`src/rtl/mem_access_unit.sv`:
```
// Load/store sequencer between the datapath MEM step and a byte-addressed word memory port.
// Takes one request at a time, lane-aligns stores, extends loads, and reports misalignment/timeout via err.
module mem_access_unit #(
  parameter int unsigned TIMEOUT_CYCLES = 0
) (
  input  logic        clk,
  input  logic        rst,
  input  logic        req_valid,
  output logic        req_ready,
  input  logic        req_is_store,
  input  logic [2:0]  req_funct3,
  input  logic [31:0] req_addr,
  input  logic [31:0] req_wdata,
  output logic [31:0] mem_address,
  output logic        mem_read,
  output logic        mem_write,
  output logic [3:0]  mem_byte_enable,
  output logic [31:0] mem_wdata,
  input  logic [31:0] mem_rdata,
  input  logic        mem_resp,
  output logic        done,
  output logic        err,
  output logic [31:0] rdata
);

  typedef enum logic [1:0] {IDLE, ACCESS, DONE} state_t;

  state_t      state_q;
  logic        is_store_q;
  logic [2:0]  funct3_q;
  logic [1:0]  off_q;
  logic [31:0] mem_address_q;
  logic        mem_read_q;
  logic        mem_write_q;
  logic [3:0]  be_q;
  logic [31:0] wdata_q;
  logic        done_q;
  logic        err_q;
  logic [31:0] rdata_q;
  logic [31:0] tcnt_q;

  logic [1:0]  req_off;
  logic        legal_d;
  logic [3:0]  be_d;
  logic [31:0] wdata_d;
  logic [7:0]  load_byte;
  logic [15:0] load_half;
  logic [31:0] load_ext_d;
  logic        timeout_hit;

  assign req_off = req_addr[1:0];

  // Decode legality and store lane placement straight from the incoming request.
  always_comb begin
    legal_d = 1'b0;
    be_d    = 4'b1111;
    wdata_d = req_wdata;
    if (req_is_store) begin
      case (req_funct3)
        3'b000: begin
          legal_d = 1'b1;
          be_d    = 4'b0001 << req_off;
          wdata_d = req_wdata << {req_off, 3'b000};
        end
        3'b001: begin
          legal_d = ~req_off[0];
          be_d    = 4'b0011 << req_off;
          wdata_d = req_wdata << {req_off, 3'b000};
        end
        3'b010:  legal_d = (req_off == 2'b00);
        default: legal_d = 1'b0;
      endcase
    end else begin
      case (req_funct3)
        3'b000, 3'b100: legal_d = 1'b1;
        3'b001, 3'b101: legal_d = ~req_off[0];
        3'b010:         legal_d = (req_off == 2'b00);
        default:        legal_d = 1'b0;
      endcase
    end
  end

  always_comb begin
    case (off_q)
      2'd0:    load_byte = mem_rdata[7:0];
      2'd1:    load_byte = mem_rdata[15:8];
      2'd2:    load_byte = mem_rdata[23:16];
      default: load_byte = mem_rdata[31:24];
    endcase
    load_half = off_q[1] ? mem_rdata[31:16] : mem_rdata[15:0];
    case (funct3_q)
      3'b000:  load_ext_d = {{24{load_byte[7]}}, load_byte};
      3'b100:  load_ext_d = {24'd0, load_byte};
      3'b001:  load_ext_d = {{16{load_half[15]}}, load_half};
      3'b101:  load_ext_d = {16'd0, load_half};
      3'b010:  load_ext_d = mem_rdata;
      default: load_ext_d = 32'd0;
    endcase
  end

  // Terminal ACCESS cycle without a response; a response in that same cycle takes priority.
  assign timeout_hit = (TIMEOUT_CYCLES != 0) && ((tcnt_q + 32'd1) == TIMEOUT_CYCLES);

  always_ff @(posedge clk) begin
    if (rst) begin
      state_q       <= IDLE;
      is_store_q    <= 1'b0;
      funct3_q      <= 3'd0;
      off_q         <= 2'd0;
      mem_address_q <= 32'd0;
      mem_read_q    <= 1'b0;
      mem_write_q   <= 1'b0;
      be_q          <= 4'd0;
      wdata_q       <= 32'd0;
      done_q        <= 1'b0;
      err_q         <= 1'b0;
      rdata_q       <= 32'd0;
      tcnt_q        <= 32'd0;
    end else begin
      case (state_q)
        IDLE: begin
          if (req_valid) begin
            is_store_q    <= req_is_store;
            funct3_q      <= req_funct3;
            off_q         <= req_off;
            mem_address_q <= {req_addr[31:2], 2'b00};
            tcnt_q        <= 32'd0;
            if (legal_d) begin
              mem_read_q  <= ~req_is_store;
              mem_write_q <= req_is_store;
              be_q        <= req_is_store ? be_d : 4'b1111;
              wdata_q     <= req_is_store ? wdata_d : 32'd0;
              state_q     <= ACCESS;
            end else begin
              done_q  <= 1'b1;
              err_q   <= 1'b1;
              rdata_q <= 32'd0;
              state_q <= DONE;
            end
          end
        end
        ACCESS: begin
          if (mem_resp) begin
            mem_read_q  <= 1'b0;
            mem_write_q <= 1'b0;
            done_q      <= 1'b1;
            err_q       <= 1'b0;
            rdata_q     <= is_store_q ? 32'd0 : load_ext_d;
            state_q     <= DONE;
          end else if (timeout_hit) begin
            mem_read_q  <= 1'b0;
            mem_write_q <= 1'b0;
            done_q      <= 1'b1;
            err_q       <= 1'b1;
            rdata_q     <= 32'd0;
            state_q     <= DONE;
          end else begin
            tcnt_q <= tcnt_q + 32'd1;
          end
        end
        DONE: begin
          done_q  <= 1'b0;
          err_q   <= 1'b0;
          rdata_q <= 32'd0;
          state_q <= IDLE;
        end
        default: state_q <= IDLE;
      endcase
    end
  end

  assign req_ready       = (state_q == IDLE);
  assign mem_address     = mem_address_q;
  assign mem_read        = mem_read_q;
  assign mem_write       = mem_write_q;
  assign mem_byte_enable = be_q;
  assign mem_wdata       = wdata_q;
  assign done            = done_q;
  assign err             = err_q;
  assign rdata           = rdata_q;

endmodule

```
`config.mk`:
```
export PLATFORM = sky130hd
export DESIGN_NAME = mem_access_unit
export DESIGN_NICKNAME = d
export VERILOG_FILES = /design/src/rtl/mem_access_unit.sv
export SDC_FILE = /design/constraint.sdc
export NUM_CORES = 1
export LEC_CHECK = 0
export ABC_AREA = 1
export BUFFER_PORTS_ARGS = -buffer_cell sky130_fd_sc_hd__buf_4
export CORE_UTILIZATION = 45
export CTS_CLUSTER_SIZE = 24
export DETAILED_ROUTE_END_ITERATION = 12
export GPL_ROUTABILITY_DRIVEN = 0
export PLACE_DENSITY_LB_ADDON = 0.08
export SYNTH_ARGS = -nofsm -noshare
export SYNTH_HDL_FRONTEND = slang
export SYNTH_SLANG_ARGS = --single-unit
```
`constraint.sdc`:
```
create_clock -name clk -period 1.9 [get_ports clk]
set_input_delay 0.095 -clock clk [delete_from_list [all_inputs] [get_ports clk]]
set_output_delay 0.095 -clock clk [all_outputs]
set_load 0.02 [all_outputs]
```
==> impl_metrics.ini, run 1 <==
[final_layout]
diodes = 0
final.fill_count = 1348
final_cell_mix = 228 x buf_4, 213 x nand2_1, 196 x nor2_1, 109 x dfxtp_1, 97 x o21ai_0
syn2layout_area_growth_pct = 36.7
drive_gt1_share_pct = 23.3
layoutNonFillerInstCount = 1320
final_common_cell = buf_4
final_cell_area_sq_mm = 0.00807
nets = 1251
final_core_util_pct = 63.5

[sta]
clock.fmax_ghz = 0.574
hold_viol = 0
fin_skew_ps = 7.19
maxSlewViolCount = 0
grt_setup_unrepaired = no
min_period_ps = 1740
tns_ps = 0
period_share_pct = 91.7
setup_violations = 0

[floorplan]
placementRows = 41
core_area_sq_mm = 0.0127
dieArea_sq_mm = 0.0136
die_h_microns = 117
start_util_pct = 46.4
chipWidth_microns = 117
io_pins = 209

[pwr]
pwr_density_cell_mw_per_mm2 = 771
p_int_w = 0.00413
p_sw_share_pct = 33.6
ir_drop_uv = 501
comb_power_share_pct = 30.3
leakage_nw = 3.76
power.share.clock_pct = 28.9
switchingPower_w = 0.00210
p_seq_share_pct = 40.8

[grt]
met1_usage_pct = 33.3
antenna_found_initial = 0
met2_usage_pct = 42.5
grt_pass1_wl_microns = 27700
busiest_layer = met2
grt_max_degree = 43
grt.overflow.total = 0
grt_pass1_vias = 5661
grtUsageMet3_pct = 5.60
track_usage_pct = 25.9

[synth]
synth_sequential_area_ratio_pct = 37.3
yosys_warnings = 0
synthCells = 943
synthesis.area_sq_mm = 0.00591
synth_cell_type_count = 30
synth-seq-cells = 110
synth.avg_cell_area_sq_um = 6.26

[routing]
routedWlPerCell_microns = 13.5
drt_iter0_drc = 359
antenna_left = 0
drc = 0
via_per_inst = 5.03
wirelength_microns = 17800
dr.pass1.iters = 8
num_vias = 6640

[clocking]
cts-root-buf = clkbuf_16
htreeDepth = 3
cts_buffer_depth = 2
cts_tree = built
insertion_delay_ps = 350
cts_setup_buffers = 0
numCtsBuffers = 9
clk_pin_slew_ps = 70
cts_sinks = 110

[hold_path]
hold_class = input port to flip-flop
whs_endpoint = mem_address[7]
hp-start = req_addr[7]
holdPathStages = 3

[critical_path]
critPathRequiredTime_ps = 2180
ff2ff_path_depth = 10
r2r_slack_ps = 160
cp-end-kind = flip-flop
critPathKind = flip-flop to flip-flop
crit_arrival_ps = 2020
crit-reg2reg-launch = state_q[1]
r2r_end = rdata[19]
crit_fanout = 22
startpoint_type = flip-flop

[run]
maxCapViolCount = 0

[placed_design]
dp_cells = 1281
io_buffers = 206
dpl-instance-area_sq_mm = 0.00756
hpwl_microns = 12400

[run_status]
status = completed
power by group through the flow:
| stage | registers [W] | logic [W] | clock network, W |
|---|---|---|---|
| finish | 0.00254 | 0.00188 | 0.00180 |
| global route | 0.00256 | 0.00210 | 0.00193 |
| CTS | 0.00254 | 0.00187 | 0.00184 |
| detailed placement | 0.00259 | 0.00183 | 0 |
| global placement | 0.00259 | 0.00182 | 0 |
| floorplan | 0.00274 | 0.00102 | 0 |
critical path: stages (launching register included):
cell and delay, ps:
dfxtp_2 340, inv_1 80, ha_1 200, clkinv_2 70, or2_1 210, o21ai_1 160, nor2_2 80, nand2_2 90
buf_6 200, nand2_1 70, a21oi_1 160
repair_timing:
action,in CTS,in global routing
resized for setup,0,4
endpoints found under the setup margin,0,35
hold buffers,23,0
endpoints found under the hold margin,23,0
worst max path at each step:
stage	start	to	slack, ps
2_1_floorplan	state_q[0]	rdata[10]	130
3_3_place_gp	state_q[0]	done	150
3_5_place_dp	state_q[0]	rdata[3]	60
4_1_cts	state_q[0]	rdata[3]	40
5_1_grt	state_q[1]	rdata[8]	10
6_report	state_q[1]	rdata[19]	160
metal layers:
layer  share of wire (%)  vias to the layer above
met5                   0                        -
met4                 2.0                        0
met3                 7.0                       22
met2                  48                      219
met1                  43                     2969
li1                    -                     3430
registers in the layout, summed over array words and instances (netlist names):
| signal | count |
|---|---|
| state_q | 2 |
| mem_write | 1 |
| done | 1 |
| mem_read | 1 |
| mem_address | 30 |
| mem_wdata | 32 |
| funct3_q | 3 |
| rdata | 32 |
| is_store_q | 1 |
| off_q | 2 |
| err | 1 |
| mem_byte_enable | 4 |
stage by stage:
step,setup WS [ps],hold slack [ps],power [W]
floorplan,127,262,0.00376
global placement,146,345,0.00441
detailed placement,62.1,353,0.00442
CTS,39.2,3.67,0.00625
global route,11.0,15.2,0.00658
finish,157,4.48,0.00623
cell families (layout without fill, tap and decap cells):
kind of cell	count (synthesis)	after routing	synth area share (%)
AO/OA/AOI/OAI	184	184	16.6
adder cells (fa/ha/maj)	4	4	0.847
buffers and inverters	128	332	9.57
flip-flops	110	110	37.3
other	1	2	0.0635
AND/OR/NAND/NOR	516	516	35.7
Yosys cell counts:
cell | n | share of area (%)
nand2_1 | 213 | 14
nor2_1 | 198 | 13
dfxtp_1 | 110 | 37
o21ai_0 | 97 | 8.2
nand3_1 | 91 | 7.7
a21oi_1 | 56 | 4.7
inv_1 | 55 | 3.5
clkbuf_1 | 31 | 2.0
buf_2 | 15 | 1.3
o211ai_1 | 11 | 1.4
buf_4 | 9 | 1.1
o22ai_1 | 8 | 0.85
buf_1 | 7 | 0.44
o21ai_1 | 6 | 0.51
inv_2 | 5 | 0.32
a31oi_1 | 4 | 0.42
buf_6 | 4 | 0.76
ha_1 | 4 | 0.85
nand2_2 | 3 | 0.32
clkinv_2 | 2 | 0.17
nand2_4 | 2 | 0.38
nand3_2 | 2 | 0.34
nand4_1 | 2 | 0.21
nor2_2 | 2 | 0.21
a21oi_4 | 1 | 0.28
conb_1 | 1 | 0.063
nor2_4 | 1 | 0.19
nor3_1 | 1 | 0.085
o21ai_2 | 1 | 0.15
or2_1 | 1 | 0.11
final cells by class:
class	count	area [sq um]	area share, %
Clock buffer	12	246	3.05
Timing Repair Buffer	254	1990	24.7
Tap cell	172	215	2.67
Inverter	62	235	2.91
Sequential cell	110	2200	27.3
Multi-Input combinational cell	706	3150	39.0
Clock inverter	4	30.0	0.372
Note: power is estimated with default switching activity, not from simulation.
==> run 2: changes to the inputs <==
PLACE_DENSITY = 0.77   (was not set)
PLACE_DENSITY_LB_ADDON = not set   (was 0.08)
==> run 2 against run 1 <==
Largest power group unchanged. Clock-buffer cell count decreased by 2. Utilization is 0.70 points higher. Sequential share of layout area fell by 0.30 points. Register-to-register slack lost 80 ps.
==> impl_metrics.ini, run 2 (synthesized netlist as in run 1, its figures left out) <==
[hold_path]
hp-start = req_addr[3]
hold_class = input port to flip-flop

[clocking]
clk_pin_slew_ps = 70
numCtsBuffers = 9
htreeDepth = 3
cts_tree = built
insertion_delay_ps = 350
cts_sinks = 110
cts_buffer_depth = 2
cts-root-buf = clkbuf_16
cts_setup_buffers = 0

[sta]
fin_skew_ps = 9.59
tns_ps = 0
maxSlewViolCount = 0
min_period_ps = 1820
hold-worst-slack_ps = 18.3
period_share_pct = 95.9
clock.fmax_ghz = 0.549
hold_viol = 0
setup_violations = 0

[critical_path]
critPathRequiredTime_ps = 2180
crit_fanout = 18
startpoint_type = flip-flop
critPathKind = flip-flop to flip-flop
startpoint = state_q[0]
cp-end-kind = flip-flop
crit-reg2reg-launch = state_q[0]
crit_arrival_ps = 2100

[floorplan]
chipWidth_microns = 117
core_area_sq_mm = 0.0127
placementRows = 41
dieArea_sq_mm = 0.0136
start_util_pct = 46.4
die_h_microns = 117
io_pins = 209

[placed_design]
io_buffers = 206
dp_cells = 1282
hpwl_microns = 12700

[final_layout]
layoutNonFillerInstCount = 1323
final.fill_count = 1216
nets = 1255
final_cell_mix = 229 x buf_4, 213 x nand2_1, 196 x nor2_1, 109 x dfxtp_1, 97 x o21ai_0
diodes = 0
final_common_cell = buf_4
syn2layout_area_growth_pct = 38.2
drive_gt1_share_pct = 23.5
final_core_util_pct = 64.2

[routing]
via_per_inst = 5.13
antenna_left = 0
drt_iter0_drc = 529
dr.pass1.iters = 5
drc = 0
routedWlPerCell_microns = 13.9
num_vias = 6791
wirelength_microns = 18400

[pwr]
power.share.clock_pct = 30.3
switchingPower_w = 0.00212
pwr_density_cell_mw_per_mm2 = 785
p_seq_share_pct = 39.7
comb_power_share_pct = 30.0
p_sw_share_pct = 33.1
ir_drop_uv = 429
p_int_w = 0.00429
leakage_nw = 3.80

[grt]
grt.overflow.total = 0
grt_pass1_vias = 5888
grt_max_degree = 43
grt_pass1_wl_microns = 28100
antenna_found_initial = 0
track_usage_pct = 26.2

[run]
maxCapViolCount = 0

[run_status]
status = completed
==> run 2: changes by cell type in the layout (fill, tap and decap cells not counted), sizes merged <==
cell         delta
buf             +1
clkinvlp        +1
bufinv          +1
clkbuf          -1
dlygate4sd3     +2
clkinv          -1
==> run 2: final timing paths <==
check / to / slack (ps) / depth (start not counted)
min: mem_address[3] / 20 / 3
min reg2reg: is_store_q / 460 / 2
max: rdata[4] / 80 / 10
max reg2reg: rdata[4] / 80 / 10
==> run 2: repair_timing <==
action,in CTS,in global routing
resized for setup,0,3
setup endpoints to repair,0,63
hold buffers,25,0
hold endpoints to repair,25,0
==> run 2: worst max-delay path, cell delays in order (launching register included) <==
cell and delay, ps:
dfxtp_1 390, inv_1 80, ha_2 240, inv_1 80, o21ai_1 120, nor2_2 170
inv_2 60, a21oi_4 200, clkbuf_16 220, nand2_1 60, a21oi_1 110
==> run 2: power groups by stage <==
stage	logic (W)	clock network, W	registers, W
floorplan	0.00102	0	0.00274
global placement	0.00181	0	0.00259
detailed placement	0.00182	0	0.00259
CTS	0.00187	0.00198	0.00254
global route	0.00213	0.00209	0.00256
finish	0.00192	0.00194	0.00254
==> run 2: routing by layer <==
layer,vias up,GRT usage (%),wire [microns]
met5,-,0,0
met4,0,12.2,641
met3,50,6.02,1390
met2,299,42.8,8820
met1,3000,32.8,7540
li1,3442,-,-
==> run 2: area by class of cell <==
cell class                 instances  area (sq um)  area share (%)
inverter                          62           235            2.88
tap                              172           215            2.64
clock buffer                      10           239            2.93
multi-input combinational        706          3150            38.6
sequential                       110          2200            27.0
clock inverter                     5          65.1           0.797
timing repair buffer             258          2050            25.2
==> run 2: stage by stage <==
step | instance area (sq um) | total power (W) | setup WS [ps]
global route | 8160 | 0.00678 | -23.4
finish | 8160 | 0.00641 | 77.7
floorplan | 5910 | 0.00376 | 127
CTS | 8130 | 0.00640 | 47.5
global placement | 7580 | 0.00440 | 148
detailed placement | 7580 | 0.00442 | 74.0
==> run 3: changes to the inputs <==
SETUP_SLACK_MARGIN = 0.15   (was not set)
clock period = 2.2 ns   (was 1.9 ns; I/O delays follow)
==> run 3 against run 2 <==
Via count is 3.6% lower. Register-to-register slack gained 310 ps. Combinational power is 18% lower.
==> impl_metrics.ini, run 3 (synthesized netlist as in run 1, its figures left out) <==
[pwr]
leakage_nw = 3.67
pwr_density_cell_mw_per_mm2 = 678
ir_drop_uv = 383

[floorplan]
dieArea_sq_mm = 0.0136
io_pins = 209
core_area_sq_mm = 0.0127
chipWidth_microns = 117
placementRows = 41
start_util_pct = 46.4
die_h_microns = 117

[grt]
busiest_layer = met2
met1_usage_pct = 31.8
grt.overflow.total = 0
grtUsageMet3_pct = 4.83
antenna_found_initial = 0
grt_pass1_wl_microns = 27200
met2_usage_pct = 42.6
grt_pass1_vias = 5767
grt_max_degree = 43
track_usage_pct = 25.4

[sta]
tns_ps = 0
period_share_pct = 82.4
worstMarginPinSlew_ps = 692
hold_viol = 0
hold-worst-slack_ps = 5.50
grt_setup_unrepaired = no
relSlewSlack_pct = 53.7
fin_skew_ps = 6.48
clock.fmax_ghz = 0.551
setup_violations = 0
min_period_ps = 1810
maxSlewViolCount = 0

[routing]
wirelength_microns = 17600
routedWlPerCell_microns = 13.5
via_per_inst = 5.04
drc = 0
num_vias = 6545
antenna_left = 0
drt_iter0_drc = 491
dr.pass1.iters = 5

[final_layout]
nets = 1230
syn2layout_area_growth_pct = 33.7
final_common_cell = buf_4
drive_gt1_share_pct = 23.2
final_cell_mix = 223 x buf_4, 213 x nand2_1, 196 x nor2_1, 110 x dfxtp_1, 97 x o21ai_0
diodes = 0

[placed_design]
io_buffers = 206
hpwl_microns = 12500

[critical_path]
crit_fanout = 32
critPathKind = flip-flop to flip-flop
cp-end-kind = flip-flop
critPathRequiredTime_ps = 2490
crit_arrival_ps = 2100
startpoint_type = flip-flop

[clocking]
clk_pin_slew_ps = 70
cts_sinks = 110
cts_buffer_depth = 2
numCtsBuffers = 9
insertion_delay_ps = 350
cts_tree = built
htreeDepth = 3
cts-root-buf = clkbuf_16

[run_status]
status = completed

[hold_path]
hold_class = input port to flip-flop

[run]
maxCapViolCount = 0
==> run 3: per-layer routing <==
metal	routed length, microns	vias up
li1	-	3390
met1	7620	2881
met5	0	-
met4	430	0
met2	8330	242
met3	1210	32
==> run 3: worst max-delay path, stage by stage (launching register included) <==
cell      delay, ps
dfxtp_1         350
inv_1            90
ha_1            190
clkinv_2         60
or2_1           220
o21ai_1         160
nor2_2           90
buf_4           160
nand2_8         180
nand2_1         100
a21oi_1         150
==> run 3: metrics by stage <==
step | power, W | std cells | worst slack (ps) | instance area [sq um] | utilization [%]
after floorplan | 0.00325 | 944 | 427 | 5910 | -
after CTS | 0.00536 | 1298 | 234 | 7870 | 61.8
final | 0.00535 | 1299 | 386 | 7900 | 62.1
after global placement | 0.00376 | 1274 | 321 | 7500 | 59.0
after detailed placement | 0.00378 | 1274 | 146 | 7500 | 59.0
after global routing | 0.00566 | 1299 | 242 | 7900 | 62.1
==> run 3: cell type report <==
type	instances	area, sq um
clock buffer	12	246
clock inverter	4	30.0
fill	1277	4830
inverter	62	235
multi-input combinational	706	3170
sequential	110	2200
tap	172	215
timing repair buffer	233	1790
==> run 3: power breakdown <==
part,internal (W),total (W),switching (W)
Clock,0.000808,0.00158,0.000771
Sequential,0.00212,0.00220,0.0000804
Combinational,0.000610,0.00157,0.000965
==> run 3: repair_timing <==
item                                   4_1_cts  5_1_grt
setup endpoints to repair                    1       34
hold buffers                                 8        0
endpoints found under the hold margin        8        0
gates resized for setup                      1        4
buffers inserted                             0        1
pin swaps                                    0        1
==> run 3: worst paths after layout <==
kind	from	to	slack [ps]	cells past startpoint
setup / recovery	state_q[1]	rdata[24]	390	10
hold / removal	req_addr[15]	mem_address[15]	5	3
setup reg to reg	state_q[1]	rdata[24]	390	10
hold reg to reg	mem_read	mem_read	460	2
